## config.mk

```make
export PLATFORM = sky130hd
export DESIGN_NAME = arb_mux_rr
export DESIGN_NICKNAME = d
export VERILOG_FILES = /design/src/rtl/arb_mux_rr.sv
export SDC_FILE = /design/constraint.sdc
export NUM_CORES = 1
export LEC_CHECK = 0
export BUFFER_PORTS_ARGS = -buffer_cell sky130_fd_sc_hd__buf_2
export CAP_MARGIN = 0
export CORE_AREA = 4 4 98 100
export DETAILED_ROUTE_END_ITERATION = 6
export DIE_AREA = 0 0 102 104
export HOLD_SLACK_MARGIN = 0.05
export PLACE_DENSITY_LB_ADDON = 0.2
export SLEW_MARGIN = 20
export SYNTH_ARGS = -nofsm -noshare
export SYNTH_HDL_FRONTEND = slang
export SYNTH_SLANG_ARGS = --single-unit
```

## constraint.sdc

```tcl
create_clock -name clk_i -period 11.17 [get_ports clk_i]
set_clock_uncertainty 0.15 [all_clocks]
set_input_delay 1.117 -clock clk_i [delete_from_list [all_inputs] [get_ports clk_i]]
set_output_delay 1.117 -clock clk_i [all_outputs]
set_load 0.02 [all_outputs]
```

## src/rtl/arb_mux_rr.sv

```systemverilog
// arb_mux_rr: N:1 round-robin / fixed-select mux feeding a
// single-entry registered output stage with valid/ready handshake.
module arb_mux_rr #(
    parameter int DATAWIDTH = 32,
    parameter int NUM_IN    = 6,
    parameter int SEL_W     = 3
) (
    input  logic                        clk_i,
    input  logic                        rst_ni,
    input  logic [NUM_IN-1:0]           in_valid_i,
    input  logic [NUM_IN*DATAWIDTH-1:0] in_data_i,
    output logic [NUM_IN-1:0]           in_ready_o,
    input  logic                        mode_i,
    input  logic [SEL_W-1:0]            sel_i,
    output logic                        out_valid_o,
    output logic [DATAWIDTH-1:0]        out_data_o,
    output logic [SEL_W-1:0]            out_src_o,
    input  logic                        out_ready_i
);

    logic [SEL_W-1:0]     rr_ptr;
    logic [NUM_IN-1:0]    grant;
    logic [SEL_W-1:0]     gidx;
    logic [SEL_W-1:0]     idx;
    logic                 found;
    logic                 space;
    logic                 xfer;
    logic [DATAWIDTH-1:0] gdata;
    int                   pos;

    always_comb begin
        grant = '0;
        gidx  = '0;
        idx   = '0;
        found = 1'b0;
        pos   = 0;
        if (mode_i) begin
            if (int'(sel_i) < NUM_IN) begin
                if (in_valid_i[sel_i]) begin
                    found = 1'b1;
                    gidx  = sel_i;
                end
            end
        end else begin
            // walk channels starting at rr_ptr, wrapping at NUM_IN
            for (int i = 0; i < NUM_IN; i++) begin
                pos = int'(rr_ptr) + i;
                if (pos >= NUM_IN) pos = pos - NUM_IN;
                idx = SEL_W'(pos);
                if (!found && in_valid_i[idx]) begin
                    found = 1'b1;
                    gidx  = idx;
                end
            end
        end
        if (found) grant[gidx] = 1'b1;
    end

    always_comb begin
        gdata = '0;
        for (int k = 0; k < NUM_IN; k++) begin
            if (grant[k]) gdata = gdata | in_data_i[k*DATAWIDTH +: DATAWIDTH];
        end
    end

    // reset gates ready so nothing is accepted while held in reset
    assign space      = ~out_valid_o | out_ready_i;
    assign in_ready_o = grant & {NUM_IN{space & rst_ni}};
    assign xfer       = found & space & rst_ni;

    always_ff @(posedge clk_i or negedge rst_ni) begin
        if (!rst_ni) begin
            out_valid_o <= 1'b0;
            out_data_o  <= '0;
            out_src_o   <= '0;
            rr_ptr      <= '0;
        end else if (xfer) begin
            out_valid_o <= 1'b1;
            out_data_o  <= gdata;
            out_src_o   <= gidx;
            if (!mode_i) begin
                rr_ptr <= (gidx == SEL_W'(NUM_IN - 1)) ? '0 : gidx + 1'b1;
            end
        end else if (out_ready_i) begin
            out_valid_o <= 1'b0;
        end
    end

endmodule

```

==> summary.txt, run 1 <==
Critical path class = reg2out
Max Fclk = 153 MHz
Syn-to-layout area delta = 31.7%
N_diodes = 0
Max H-tree Level = 2
Outcome = finished clean
Avg Inst Size Synth = 9.30 um^2
NumNets Final = 875
Max clock buf depth = 2
Hold Path Depth = 2
Cts repair resizes = 0
Fin area = 5360 um^2
Slew at the pin closest to its max-slew limit = 0.855 ns
Clock Latency Late Sink = 0.29 ns
Vias in the first global route = 4,628
EDFF count, synth = 0
Yosys top cell by area = dfrtp_1
Total track usage = 0.271
DP HPWL = 11,800 um
Remaining Overflow, GRT = 0
Slew Limit Fails = 0
Root Buffer = clkbuf_8
Maximum vdd drop = 0.136 mV
Residual DRC = 0
Slowest CP cell = dfrtp_1
Area contributors post-synth = dfrtp_1, mux2i_1, mux2_4
Share of layout cells above drive strength 1 = 0.474
WP depth = 12
# IOs = 247
CP Cell Sequence = inv_1 -> ha_1 -> o211ai_1 -> a21o_1 -> or3_1 -> and2_1 -> a311oi_1 -> o31a_2 -> or3b_1 -> buf_4 -> nor3_1 -> buf_2
Net Count, Synth = 651
Worst Hold Class = reg2reg
Syn Inst Count = 438
Crit path buffers/inverters = 3
Initial Util = 0.469
First-pass GRT wire length = 23,100 um
Setup crit end kind = output port
Seq/Total Area, Yosys = 0.240
Startpoint types = register
Placed Area = 5280 um^2
Placement row count = 34
Chip Height = 104 um
Cell count of the worst reg-to-reg path = 14
Commonest cells in the netlist = a21oi_1, nor2_1, mux2i_1
Worst slew margin = 0.430
Worst-path fanout max = 39
Synthesized cell area = 4070 um^2
Postcts setup bufs = 0
Hold Buf Count CTS = 0
Post-layout minimum cycle time = 6.52 ns
CP required = 9.90 ns
Die X = 102 um
PortBufs = 246
Routability cong. = 0.874
Slowest stage delay, CP = 0.87 ns
Drt wl/cell = 19.2 um
Final period util = 0.584
Max-Cap Viols = 0
TritonCTS clock tree = done
CP arrival = 5.26 ns
Main synth FF type = dfrtp_1
Vias per inst = 5.79
Top cell family by delay on the critical path = compound AO/OA/AOI/OAI gates
Worst Hold Margin = 0.358 ns
Largest net degree at the start of global routing = 42
CTS buffer count = 5
Cell Pwr Density = 328 nW/um^2
Initial antenna violation count = 1
Clock-pin slew of the registers on the worst-case setup and hold paths = 0.08 ns
Final setup violation count = 0
Cell variety after synth = 65
Setup TNS = 0 ns
Initial DRC count = 279
Post-synth top area share = 0.240
Yosys Warn Count = 0
Pre-antenna DRT Iters = 5
Final Hold Viols = 0
Leak = 0.00262 uW
Die footprint = 10,600 um^2
Post-route ant nets = 0
Core area = 8680 um^2
RSZ-0062 raised after global routing = false
#FFs+latches synth = 39
Via count = 4,462
Asr flop ratio synth = 1.00
Final wirelength = 14,800 um
# clock sinks = 39
-- cell usage in the layout, fill, tap and decap left out, types with 3 or more instances in the layout --
| cell type | instances |
|---|---|
| buf_2 | 246 |
| a21oi_1 | 43 |
| nor2_1 | 42 |
| mux2i_1 | 41 |
| dfrtp_1 | 39 |
| a2bb2oi_1 | 32 |
| a221oi_1 | 30 |
| mux2_4 | 26 |
| nand2_1 | 15 |
| o21ai_0 | 13 |
| mux2_2 | 8 |
| ha_1 | 8 |
| nand3_1 | 7 |
| buf_4 | 7 |
| inv_1 | 6 |
| nor2b_1 | 5 |
| nand2b_1 | 5 |
| nor3_1 | 5 |
| clkbuf_8 | 5 |
| nor4_1 | 4 |
| xnor2_1 | 4 |
| and2_1 | 4 |
| or3b_1 | 4 |
| and3_1 | 3 |
| a31oi_1 | 3 |
| nor3b_1 | 3 |
-- registers in the layout (all words and copies together), names as in the netlist --
| register | count |
|---|---|
| out_src_o | 3 |
| out_valid_o | 1 |
| out_data_o | 32 |
| rr_ptr | 3 |
-- power breakdown --
| part | internal (uW) | switching [uW] |
|---|---|---|
| clock network | 42.8 | 53.4 |
| logic | 587 | 810 |
| registers | 212 | 56.0 |
-- path summary, 6_finish.rpt --
check | end | start | slack (ns)
min in group asynchronous | out_data_o[22]$_DFFE_PN0P_ | rst_ni | 0.73
min | out_src_o[1]$_DFFE_PN0P_ | out_src_o[1]$_DFFE_PN0P_ | 0.36
max reg2reg | out_data_o[1]$_DFFE_PN0P_ | rr_ptr[0]$_DFFE_PN0P_ | 5.65
max | in_ready_o[0] | rr_ptr[0]$_DFFE_PN0P_ | 4.65
max in group asynchronous | out_valid_o$_DFFE_PN0P_ | rst_ni | 9.76
min reg2reg | out_src_o[1]$_DFFE_PN0P_ | out_src_o[1]$_DFFE_PN0P_ | 0.36
-- cell families after synthesis --
logic type               after synthesis  synth area share
multiplexers                          78             0.235
flip-flops                            39             0.240
XOR/XNOR                               6            0.0129
adder cells (fa/ha/maj)                8            0.0246
buffers and inverters                 43            0.0670
AO/OA/AOI/OAI                        151             0.276
AND/OR/NAND/NOR                      113             0.145
-- tightest hold or removal path: stages (launching register included) --
cell     delay [ns]
dfrtp_1        0.36
nand2_1        0.05
o21ai_0        0.06
-- routing by layer --
layer  global-route usage  share of wire  up-vias
met3               0.0604          0.070       35
li1                     -              -     2145
met1                0.329           0.39     2084
met5                    0        0.00081        -
met4               0.0843          0.031        2
met2                0.470           0.51      196
-- through the flow --
stage	util	std cells	total power, uW	setup WS (ns)
after floorplan	-	438	1350	6.23
after detailed placement	0.609	763	1650	5.02
final	0.618	770	1760	4.65
after global placement	0.607	762	1630	5.13
after global routing	0.618	770	1890	4.26
after CTS	0.618	770	1750	4.68
-- final cells by class --
class / instances / area [um^2]
fill: 850 / 3310
multi-input combinational: 356 / 2850
timing repair buffer: 254 / 1300
sequential: 39 / 976
tap: 108 / 135
clock buffer: 5 / 68.8
inverter: 6 / 22.5
clock inverter: 2 / 13.8
Power figures use the tool's default switching activity.
==> run 2, diff against run 1 <==
- CORE_AREA: 4 4 98 100 -> 4 4 101 103
- DIE_AREA: 0 0 102 104 -> 0 0 105 107
- clock period: 11.17 -> 6.83 ns (I/O delays scaled with it)
==> run 2 against run 1 <==
Clock power is 100% higher. Sequential share of layout area decreased by 0.15 points. Non-clock buffer count rose by 1. Via count rose by 0.36%. Die area increased by 5.9%. First-iteration DRC count fell by 13%. Combinational power grew 64%. Worst setup slack lost 3.4 ns. Global-route usage shrank 2.6 points. Power is 66% higher. Sequential power up 65%. Critical endpoint is now in_ready_o[4]. Largest power group unchanged.
==> summary.txt, run 2 (synthesis gave the netlist of run 1 again) <==
Placement row count = 35
Post-layout minimum cycle time = 5.56 ns
Slowest CP cell = dfrtp_1
Largest registers = out_data_o x32, out_src_o x3, rr_ptr x3
Die X = 105 um
RSZ-0062 raised after global routing = false
Routability cong. = 0.931
Residual DRC = 0
Commonest non-fill, non-tap cells in the layout = buf_2, a21oi_1, nor2_1
CP required = 6.00 ns
Initial Util = 0.443
Critical path class = reg2out
Final Hold Viols = 0
Slew Limit Fails = 0
Worst-path fanout max = 22
Fillers = 852
Syn-to-layout area delta = 32.7%
Post-route ant nets = 0
First-pass GRT wire length = 22,500 um
Initial DRC count = 244
Pre-antenna DRT Iters = 5
Postcts setup bufs = 0
Max H-tree Level = 2
Layout Cells excl Fill = 774
Via count = 4,478
NumNets Final = 876
WP depth = 12
Vias in the first global route = 4,301
Crit path buffers/inverters = 2
Clock Latency Late Sink = 0.29 ns
Commonest non-fill, non-tap cell in the layout = buf_2
Root Buffer = clkbuf_8
Most flop-heavy register = out_data_o
Initial antenna violation count = 0
Placed Cells incl. Taps = 767
Die footprint = 11,200 um^2
Cell count of the worst reg-to-reg path = 12
Total track usage = 0.245
Core area = 9200 um^2
Final setup violation count = 0
Share of layout cells above drive strength 1 = 0.474
Area occupied by multi-input gates = 2850 um^2
Final wirelength = 14,800 um
PortBufs = 246
Vias per inst = 5.79
Max reg flops = 32
Startpoint types = register
Hold Buf Count CTS = 0
Clock-pin slew of the registers on the worst-case setup and hold paths = 0.08 ns
N_diodes = 0
Setup TNS = 0 ns
CP Cell Sequence = inv_1 -> ha_1 -> mux4_2 -> nand2_1 -> o211ai_1 -> nor2b_1 -> nor4_1 -> o21bai_1 -> o31a_2 -> or3b_1 -> nor3b_1 -> buf_2
Register area = 976 um^2
Slew at the pin closest to its max-slew limit = 0.889 ns
Chip Height = 107 um
Top cell family by delay on the critical path = simple AND/OR/NAND/NOR gates
DP HPWL = 11,900 um
Worst Hold Class = in2async
Largest net degree at the start of global routing = 42
Setup crit end kind = output port
Drt wl/cell = 19.2 um
Cell Pwr Density = 542 nW/um^2
Worst slew margin = 0.407
Leak = 0.00264 uW
Max Fclk = 180 MHz
# clock sinks = 39
Maximum vdd drop = 0.260 mV
Final period util = 0.815
Max clock buf depth = 2
Cts repair resizes = 0
Max-Cap Viols = 0
Slowest stage delay, CP = 0.88 ns
CP arrival = 4.73 ns
Remaining Overflow, GRT = 0
# IOs = 247
TritonCTS clock tree = done
CTS buffer count = 5
Outcome = finished clean
==> run 2: final cells by class <==
type / instances / share of cell area
Clock inverter: 1 / 0.00555
Multi-Input combinational cell: 356 / 0.527
Inverter: 6 / 0.00416
Timing Repair Buffer: 255 / 0.244
Clock buffer: 6 / 0.0134
Sequential cell: 39 / 0.180
Tap cell: 111 / 0.0257
==> run 2: final timing paths <==
path                                              end                     start  slack, ns
setup / recovery                        in_ready_o[4]     rr_ptr[0]$_DFFE_PN0P_       1.27
hold / removal             out_data_o[10]$_DFFE_PN0P_                    rst_ni       0.30
setup reg to reg           out_data_o[15]$_DFFE_PN0P_     rr_ptr[0]$_DFFE_PN0P_       1.59
hold reg to reg              out_src_o[1]$_DFFE_PN0P_  out_src_o[1]$_DFFE_PN0P_       0.35
max in group asynchronous   out_data_o[0]$_DFFE_PN0P_                    rst_ni       5.84
min in group clk_i           out_src_o[1]$_DFFE_PN0P_  out_src_o[1]$_DFFE_PN0P_       0.35
==> run 2: where the power goes <==
group	leakage (uW)	internal [uW]	switching, uW
Combinational	0.00214	985	1310
Clock	0.0000513	107	84.7
Sequential	0.000451	346	95.3
Total	0.00264	1440	1490
==> run 2: routing by layer <==
layer,track usage,up-vias,part of all wire
li1,-,2152,-
met1,0.294,2119,0.40
met2,0.456,182,0.53
met3,0.0397,25,0.056
met4,0.0590,0,0.018
met5,0,-,0
==> run 2: through the flow <==
step	hold WS (ns)	total power, uW	area [um^2]	worst slack, ns	utilization
2_1_floorplan	0.237	2210	4070	2.36	-
3_3_place_gp	0.308	2670	5280	1.60	0.574
3_5_place_dp	0.332	2740	5310	1.58	0.577
4_1_cts	0.326	2940	5410	1.27	0.588
5_1_grt	0.350	3140	5410	0.927	0.588
6_report	0.295	2930	5410	1.27	0.588
